==> config.mk <==
export PLATFORM = sky130hd
export DESIGN_NAME = mem_wr_verify_ctrl
export DESIGN_NICKNAME = d
export VERILOG_FILES = /design/src/rtl/mem_rw_pkg.sv /design/src/rtl/mem_wr_verify_ctrl.sv
export SDC_FILE = /design/constraint.sdc
export NUM_CORES = 1
export LEC_CHECK = 0
export ABC_AREA = 1
export CORE_ASPECT_RATIO = 1.1
export CORE_UTILIZATION = 30
export CTS_CLUSTER_SIZE = 16
export DETAILED_ROUTE_END_ITERATION = 6
export PLACE_DENSITY_LB_ADDON = 0.08
export RECOVER_POWER = 50
export SYNTH_ARGS = -nofsm -noshare
export SYNTH_HDL_FRONTEND = slang
export SYNTH_SLANG_ARGS = --single-unit
==> constraint.sdc <==
create_clock -name clk -period 1.8 [get_ports clk]
set_input_delay 0.54 -clock clk [delete_from_list [all_inputs] [get_ports clk]]
set_output_delay 0.54 -clock clk [all_outputs]
set_load 0.1 [all_outputs]
==> src/rtl/mem_rw_pkg.sv <==
// Shared widths, controller state encoding and request record for the
// write-verify memory front end.
package mem_rw_pkg;

  localparam int ADDR_W = 8;
  localparam int DATA_W = 8;
  localparam int DEPTH  = 1 << ADDR_W;

  typedef enum logic [2:0] {
    ST_IDLE,
    ST_WRITE,
    ST_RDBACK,
    ST_CHECK,
    ST_READ,
    ST_CAPT,
    ST_RESP
  } state_e;

  typedef struct packed {
    logic              we;
    logic [ADDR_W-1:0] addr;
    logic [DATA_W-1:0] wdata;
  } req_t;

endpackage

==> src/rtl/mem_wr_verify_ctrl.sv <==
// Request front end for the single-port RAM: serves reads, and reads back
// every write to flag (sticky) the first address whose data did not stick.
module mem_wr_verify_ctrl
  import mem_rw_pkg::*;
(
  input  logic              clk,
  input  logic              rst_n,
  input  logic              req_valid,
  output logic              req_ready,
  input  logic              req_we,
  input  logic [ADDR_W-1:0] req_addr,
  input  logic [DATA_W-1:0] req_wdata,
  output logic              rsp_valid,
  input  logic              rsp_ready,
  output logic [DATA_W-1:0] rsp_rdata,
  output logic              mem_we,
  output logic [ADDR_W-1:0] mem_addr,
  output logic [DATA_W-1:0] mem_wdata,
  input  logic [DATA_W-1:0] mem_rdata,
  input  logic              err_clr,
  output logic              error,
  output logic [ADDR_W-1:0] err_addr
);

  state_e            state_q;
  req_t              req_q;
  logic              req_ready_q;
  logic              rsp_valid_q;
  logic [DATA_W-1:0] rsp_rdata_q;
  logic              mem_we_q;
  logic [ADDR_W-1:0] mem_addr_q;
  logic [DATA_W-1:0] mem_wdata_q;
  logic              error_q;
  logic [ADDR_W-1:0] err_addr_q;

  logic chk_fail;
  assign chk_fail = (state_q == ST_CHECK) && req_q.we && (mem_rdata != req_q.wdata);

  // NOTE: every register below uses non-blocking assignment so all state
  // updates see the pre-edge values, independent of statement order.
  always_ff @(posedge clk) begin
    if (!rst_n) begin
      state_q     <= ST_IDLE;
      req_q       <= '0;
      req_ready_q <= 1'b0;
      rsp_valid_q <= 1'b0;
      rsp_rdata_q <= '0;
      mem_we_q    <= 1'b0;
      mem_addr_q  <= '0;
      mem_wdata_q <= '0;
      error_q     <= 1'b0;
      err_addr_q  <= '0;
    end else begin
      // A mismatch in the same cycle as err_clr wins and is recorded afresh.
      if (chk_fail) begin
        error_q <= 1'b1;
        if (!error_q || err_clr) begin
          err_addr_q <= req_q.addr;
        end
      end else if (err_clr) begin
        error_q    <= 1'b0;
        err_addr_q <= '0;
      end

      unique case (state_q)
        ST_IDLE: begin
          if (req_valid && req_ready_q) begin
            req_q       <= '{we: req_we, addr: req_addr, wdata: req_wdata};
            req_ready_q <= 1'b0;
            mem_addr_q  <= req_addr;
            if (req_we) begin
              state_q     <= ST_WRITE;
              mem_we_q    <= 1'b1;
              mem_wdata_q <= req_wdata;
            end else begin
              state_q <= ST_READ;
            end
          end else begin
            req_ready_q <= 1'b1;
            mem_addr_q  <= '0;
          end
        end
        ST_WRITE: begin
          mem_we_q <= 1'b0;
          state_q  <= ST_RDBACK;
        end
        ST_RDBACK: state_q <= ST_CHECK;
        ST_CHECK: begin
          state_q     <= ST_IDLE;
          req_ready_q <= 1'b1;
          mem_addr_q  <= '0;
        end
        ST_READ: state_q <= ST_CAPT;
        ST_CAPT: begin
          rsp_rdata_q <= mem_rdata;
          rsp_valid_q <= 1'b1;
          state_q     <= ST_RESP;
        end
        ST_RESP: begin
          if (rsp_ready) begin
            rsp_valid_q <= 1'b0;
            req_ready_q <= 1'b1;
            mem_addr_q  <= '0;
            state_q     <= ST_IDLE;
          end
        end
        default: state_q <= ST_IDLE;
      endcase
    end
  end

  assign req_ready = req_ready_q;
  assign rsp_valid = rsp_valid_q;
  assign rsp_rdata = rsp_rdata_q;
  assign mem_we    = mem_we_q;
  assign mem_addr  = mem_addr_q;
  assign mem_wdata = mem_wdata_q;
  assign error     = error_q;
  assign err_addr  = err_addr_q;

endmodule

==> run summary <==
The routed design uses around 2.5 mm of met2 wire. The initial core utilization is a little under a third. The total wire length after detailed routing came out at 5.30 mm. The most critical setup path has its endpoint at rsp_rdata[0]. The post-detailed-route DRC marker count came out at 0. The total placed instance area is 0.00332 sq mm.

The worst-case clock skew came out at ~0.0086 ns. By startpoint and endpoint, the worst setup path is classified as register to primary output. The vertical die dimension is just over 90 um.

The number of buffers and inverters on the critical path came out at 1. The number of slew-limit violations in the final report is 0. The largest incremental delay on the critical path is 0.45 ns. The site row count came out at 32. The headroom to the max-slew limit came out at between 60% and 70%. The global route total overflow is 0. The quantity of hold-fixing buffers added after cts came out at 0. The total power density per cell area came out at roughly 1100 mW/mm^2. Gates resized during post-CTS repair numbered 0. The cell sitting at the root of the clock tree is a sky130_fd_sc_hd__clkbuf_8. The count of vias placed by the detailed router is between 1,500 and 2,000. The synthesized flop and latch total is 56.

The count of synthesis-stage warnings from yosys came out at 0. The top achievable clock speed is just over 0.6 GHz. Setup repair after global routing left no endpoint under its margin. In this run the critical register-to-register path is captured at mem_addr[0].

The half-perimeter wire length of the detailed placement result came out at between 3 and 4 mm. The number of inserted diodes came out at 0. STA classifies the critical path startpoint as a register.

The post-synthesis net count came out at ~310. The peak supply drop came out at around 440 uV. The most critical setup path has its startpoint at rsp_rdata[0].

The first TritonRoute pass finished after 6 iterations. The routed design uses 182 um of met3 wire. The number of global-route vias before repair is approximately 1,900. Max-cap violations in this run came to 0. In this run the mean area of a mapped cell was between 7 and 8 sq um. The clock-pin transition on the worst setup and hold timing paths is around 0.10 ns. The final critical-path required period is about 1.6 ns.

The overall die width came out at 82.9 um. The number of standard cells in the layout, taps in and fillers out is between 400 and 500. After the first detailed-routing iteration, the DRC count stood at 69. The filler cells instantiated in the layout total between 700 and 800. The number of clock buffers inserted by TritonCTS came out at 5. The largest fanout on the critical path came out at 2.

Setup violations remaining at the end of the flow were counted as 0. The cell count of the worst reg-to-reg path came out at 7. Across every metal layer, demand over resource in global routing totals between 10% and 20%. The I/O pin count came out at 66. The number of antenna violations at the first check in global routing was 0. Once placement completed, the tool counted placed cells totaling around 430. The latest clock arrival within the worst-skew pair came out at around 0.31 ns. STA classifies the critical path endpoint as a primary output. The per-cell routed wire length came out at about 12 um.

TritonCTS built the clock tree. In this run the number of H-tree levels came out at 2. The final estimated routing congestion in global placement came out at 0.763. Data arrives at the worst endpoint at between 1 and 1.5 ns. The area growth from synthesis to final layout came out at 40.5%. Traced cell by cell, the critical path runs through clkbuf_2. Buffers added to address setup during post-CTS repair amount to 0. In this run the number of cells on the critical path is 1. The core utilization of the finished layout is 43.5%. The required arrival time at the worst endpoint is approximately 1.3 ns. The cell type of the slowest stage on the worst timing path is sky130_fd_sc_hd__clkbuf_2. The count of nets left with antenna violations after detail routing is 0.

The measured slew at the worst slew-check pin is 0.543 ns. Port buffering added between 60 and 70 buffers. In the routed layout, each cell is associated on average with a via count of between 4 and 5. The die footprint came out at around 0.0075 sq mm. The ratio of cells with drive above 1 in the final layout came out at between 10% and 20%. The number of failing hold endpoints at the final stage came to 0. The clock tree buffer depth is 2.

The net count of the finished layout is 385. The tightest min-delay check is of the register to register type. The maximum number of pins on one net before global-route repair came out at 22. The placeable core region is around 0.007 sq mm.

The unique cell type count in the Yosys netlist came out at 24. Routed signal wires occupy layers up through met4. In this run the register-to-register setup slack is between 0.2 and 0.25 ns. The flow ran to the end, and the final reports show no timing, DRC or antenna violations. The post-route cell area came out at ~0.0030 sq mm.

The launching point of the worst reg2reg path is state_q[0]. The clock sink count is 56. After synthesis, flip-flops and latches occupy approximately half of the total area.

The cell class contributing the biggest share of worst-path delay is buffers and inverters. The detailed-routing wirelength on met1 is approximately 2.5 mm. The leakage power total came out at around 1.2 nW. The wire length of the first global-routing pass came out at about 9 mm. In the finished design, the share of the clock period the worst path needs comes to between 90% and 100%.

The number of cells produced by synthesis is 283. The mapped netlist covers between 0.002 and 0.0025 sq mm.
-- through the flow --
stage          worst slack, ns  power (W)  hold WS, ns  TNS, ns
3_5_place_dp            -0.237    0.00299        0.456    -1.86
4_1_cts                 0.0992    0.00370        0.472        0
3_3_place_gp            -0.212    0.00298        0.452    -1.68
6_report                 0.160    0.00346        0.447        0
2_1_floorplan           0.0442    0.00246        0.444        0
5_1_grt                0.00646    0.00366        0.471        0
-- registers in the layout, indices dropped and copies added, names as in the netlist --
signal,cells
err_addr,8
error,1
mem_addr,8
mem_wdata,8
mem_we,1
req_q,17
req_ready,1
rsp_rdata,8
rsp_valid,1
state_q,3
-- cells in the mapped netlist --
| library cell | count | share of area, % |
|---|---|---|
| sky130_fd_sc_hd__a211oi_1 | 1 | 0.35 |
| sky130_fd_sc_hd__a21oi_1 | 47 | 11 |
| sky130_fd_sc_hd__a31oi_1 | 2 | 0.58 |
| sky130_fd_sc_hd__buf_2 | 3 | 0.70 |
| sky130_fd_sc_hd__buf_6 | 1 | 0.52 |
| sky130_fd_sc_hd__clkbuf_1 | 5 | 0.87 |
| sky130_fd_sc_hd__clkinv_1 | 1 | 0.17 |
| sky130_fd_sc_hd__clkinv_2 | 1 | 0.23 |
| sky130_fd_sc_hd__dfxtp_1 | 56 | 52 |
| sky130_fd_sc_hd__inv_1 | 26 | 4.5 |
| sky130_fd_sc_hd__inv_2 | 4 | 0.70 |
| sky130_fd_sc_hd__nand2_1 | 74 | 13 |
| sky130_fd_sc_hd__nand2_2 | 1 | 0.29 |
| sky130_fd_sc_hd__nand3_1 | 11 | 2.6 |
| sky130_fd_sc_hd__nand3_2 | 1 | 0.46 |
| sky130_fd_sc_hd__nand3_4 | 1 | 0.81 |
| sky130_fd_sc_hd__nor2_1 | 16 | 2.8 |
| sky130_fd_sc_hd__nor2_2 | 2 | 0.58 |
| sky130_fd_sc_hd__nor2_4 | 2 | 1.0 |
| sky130_fd_sc_hd__nor3_1 | 2 | 0.46 |
| sky130_fd_sc_hd__o211ai_1 | 1 | 0.35 |
| sky130_fd_sc_hd__o21ai_0 | 21 | 4.9 |
| sky130_fd_sc_hd__o21ai_1 | 1 | 0.23 |
| sky130_fd_sc_hd__xnor2_1 | 3 | 1.2 |
-- layout make-up --
class,instances,area [sq um],share of cell area [%]
Inverter,32,121,4.00
Sequential cell,56,1120,37.0
Multi-Input combinational cell,186,883,29.1
Tap cell,85,106,3.51
Clock buffer,5,68.8,2.27
Clock inverter,3,23.8,0.784
Timing Repair Buffer,74,708,23.3
-- placed cells by master, fill, tap and decap left out --
master / count
sky130_fd_sc_hd__clkinv_2: 1
sky130_fd_sc_hd__nand3_4: 2
sky130_fd_sc_hd__nand2_4: 1
sky130_fd_sc_hd__nor3_1: 2
sky130_fd_sc_hd__nand3_1: 11
sky130_fd_sc_hd__dfxtp_1: 56
sky130_fd_sc_hd__clkinvlp_4: 2
sky130_fd_sc_hd__clkbuf_8: 5
sky130_fd_sc_hd__xnor2_1: 3
sky130_fd_sc_hd__o21ai_0: 22
sky130_fd_sc_hd__clkinv_1: 1
sky130_fd_sc_hd__a31oi_1: 2
sky130_fd_sc_hd__buf_4: 5
sky130_fd_sc_hd__nand2_2: 1
sky130_fd_sc_hd__a211oi_1: 1
sky130_fd_sc_hd__buf_2: 19
sky130_fd_sc_hd__o211ai_1: 1
sky130_fd_sc_hd__clkdlybuf4s50_1: 28
sky130_fd_sc_hd__nor2_4: 2
sky130_fd_sc_hd__inv_1: 27
sky130_fd_sc_hd__buf_12: 12
sky130_fd_sc_hd__clkbuf_2: 9
sky130_fd_sc_hd__clkinv_4: 1
sky130_fd_sc_hd__inv_2: 3
sky130_fd_sc_hd__nor2_1: 17
sky130_fd_sc_hd__nor2_2: 1
sky130_fd_sc_hd__dlygate4sd3_1: 1
sky130_fd_sc_hd__a21oi_1: 47
sky130_fd_sc_hd__nand2_1: 73
-- worst reg2reg max path: stages (launching register included) --
cell and delay (ns):
sky130_fd_sc_hd__dfxtp_1 0.36, sky130_fd_sc_hd__nor2_1 0.20, sky130_fd_sc_hd__inv_2 0.08, sky130_fd_sc_hd__nor2_4 0.11
sky130_fd_sc_hd__nand3_4 0.10, sky130_fd_sc_hd__inv_1 0.35, sky130_fd_sc_hd__nand2_1 0.16, sky130_fd_sc_hd__a21oi_1 0.16
-- power breakdown --
part	switching (W)	internal, W
logic	0.000900	0.000345
clock network	0.000426	0.000277
registers	0.000117	0.00139
total	0.00144	0.00201
-- how the worst min path moves through the flow --
stage                 startpoint      endpoint  slack (ns)  cells past startpoint
floorplan               req_q[4]      req_q[4]        0.44                      2
global placement       req_q[16]     req_q[16]        0.45                      2
detailed placement      req_q[8]      req_q[8]        0.46                      2
CTS                     req_q[8]      req_q[8]        0.47                      2
global route        rsp_rdata[0]  rsp_rdata[0]        0.47                      2
finish              rsp_rdata[6]  rsp_rdata[6]        0.45                      2
-- layer usage --
layer | GRT usage [%] | vias to the layer above
met3 | 2.64 | 5
li1 | - | 1051
met1 | 18.0 | 858
met4 | 5.60 | 0
met2 | 25.3 | 48
met5 | 0 | -
-- cells by family (layout without fill, tap and decap cells) --
| family | after synthesis | after routing | synth area share, % |
|---|---|---|---|
| buf+inv | 41 | 114 | 7.71 |
| xor+xnor | 3 | 3 | 1.22 |
| compound gates | 73 | 73 | 17.3 |
| flops | 56 | 56 | 51.9 |
| simple gates | 110 | 110 | 21.9 |
No activity file was read; power rests on OpenSTA's default activity.
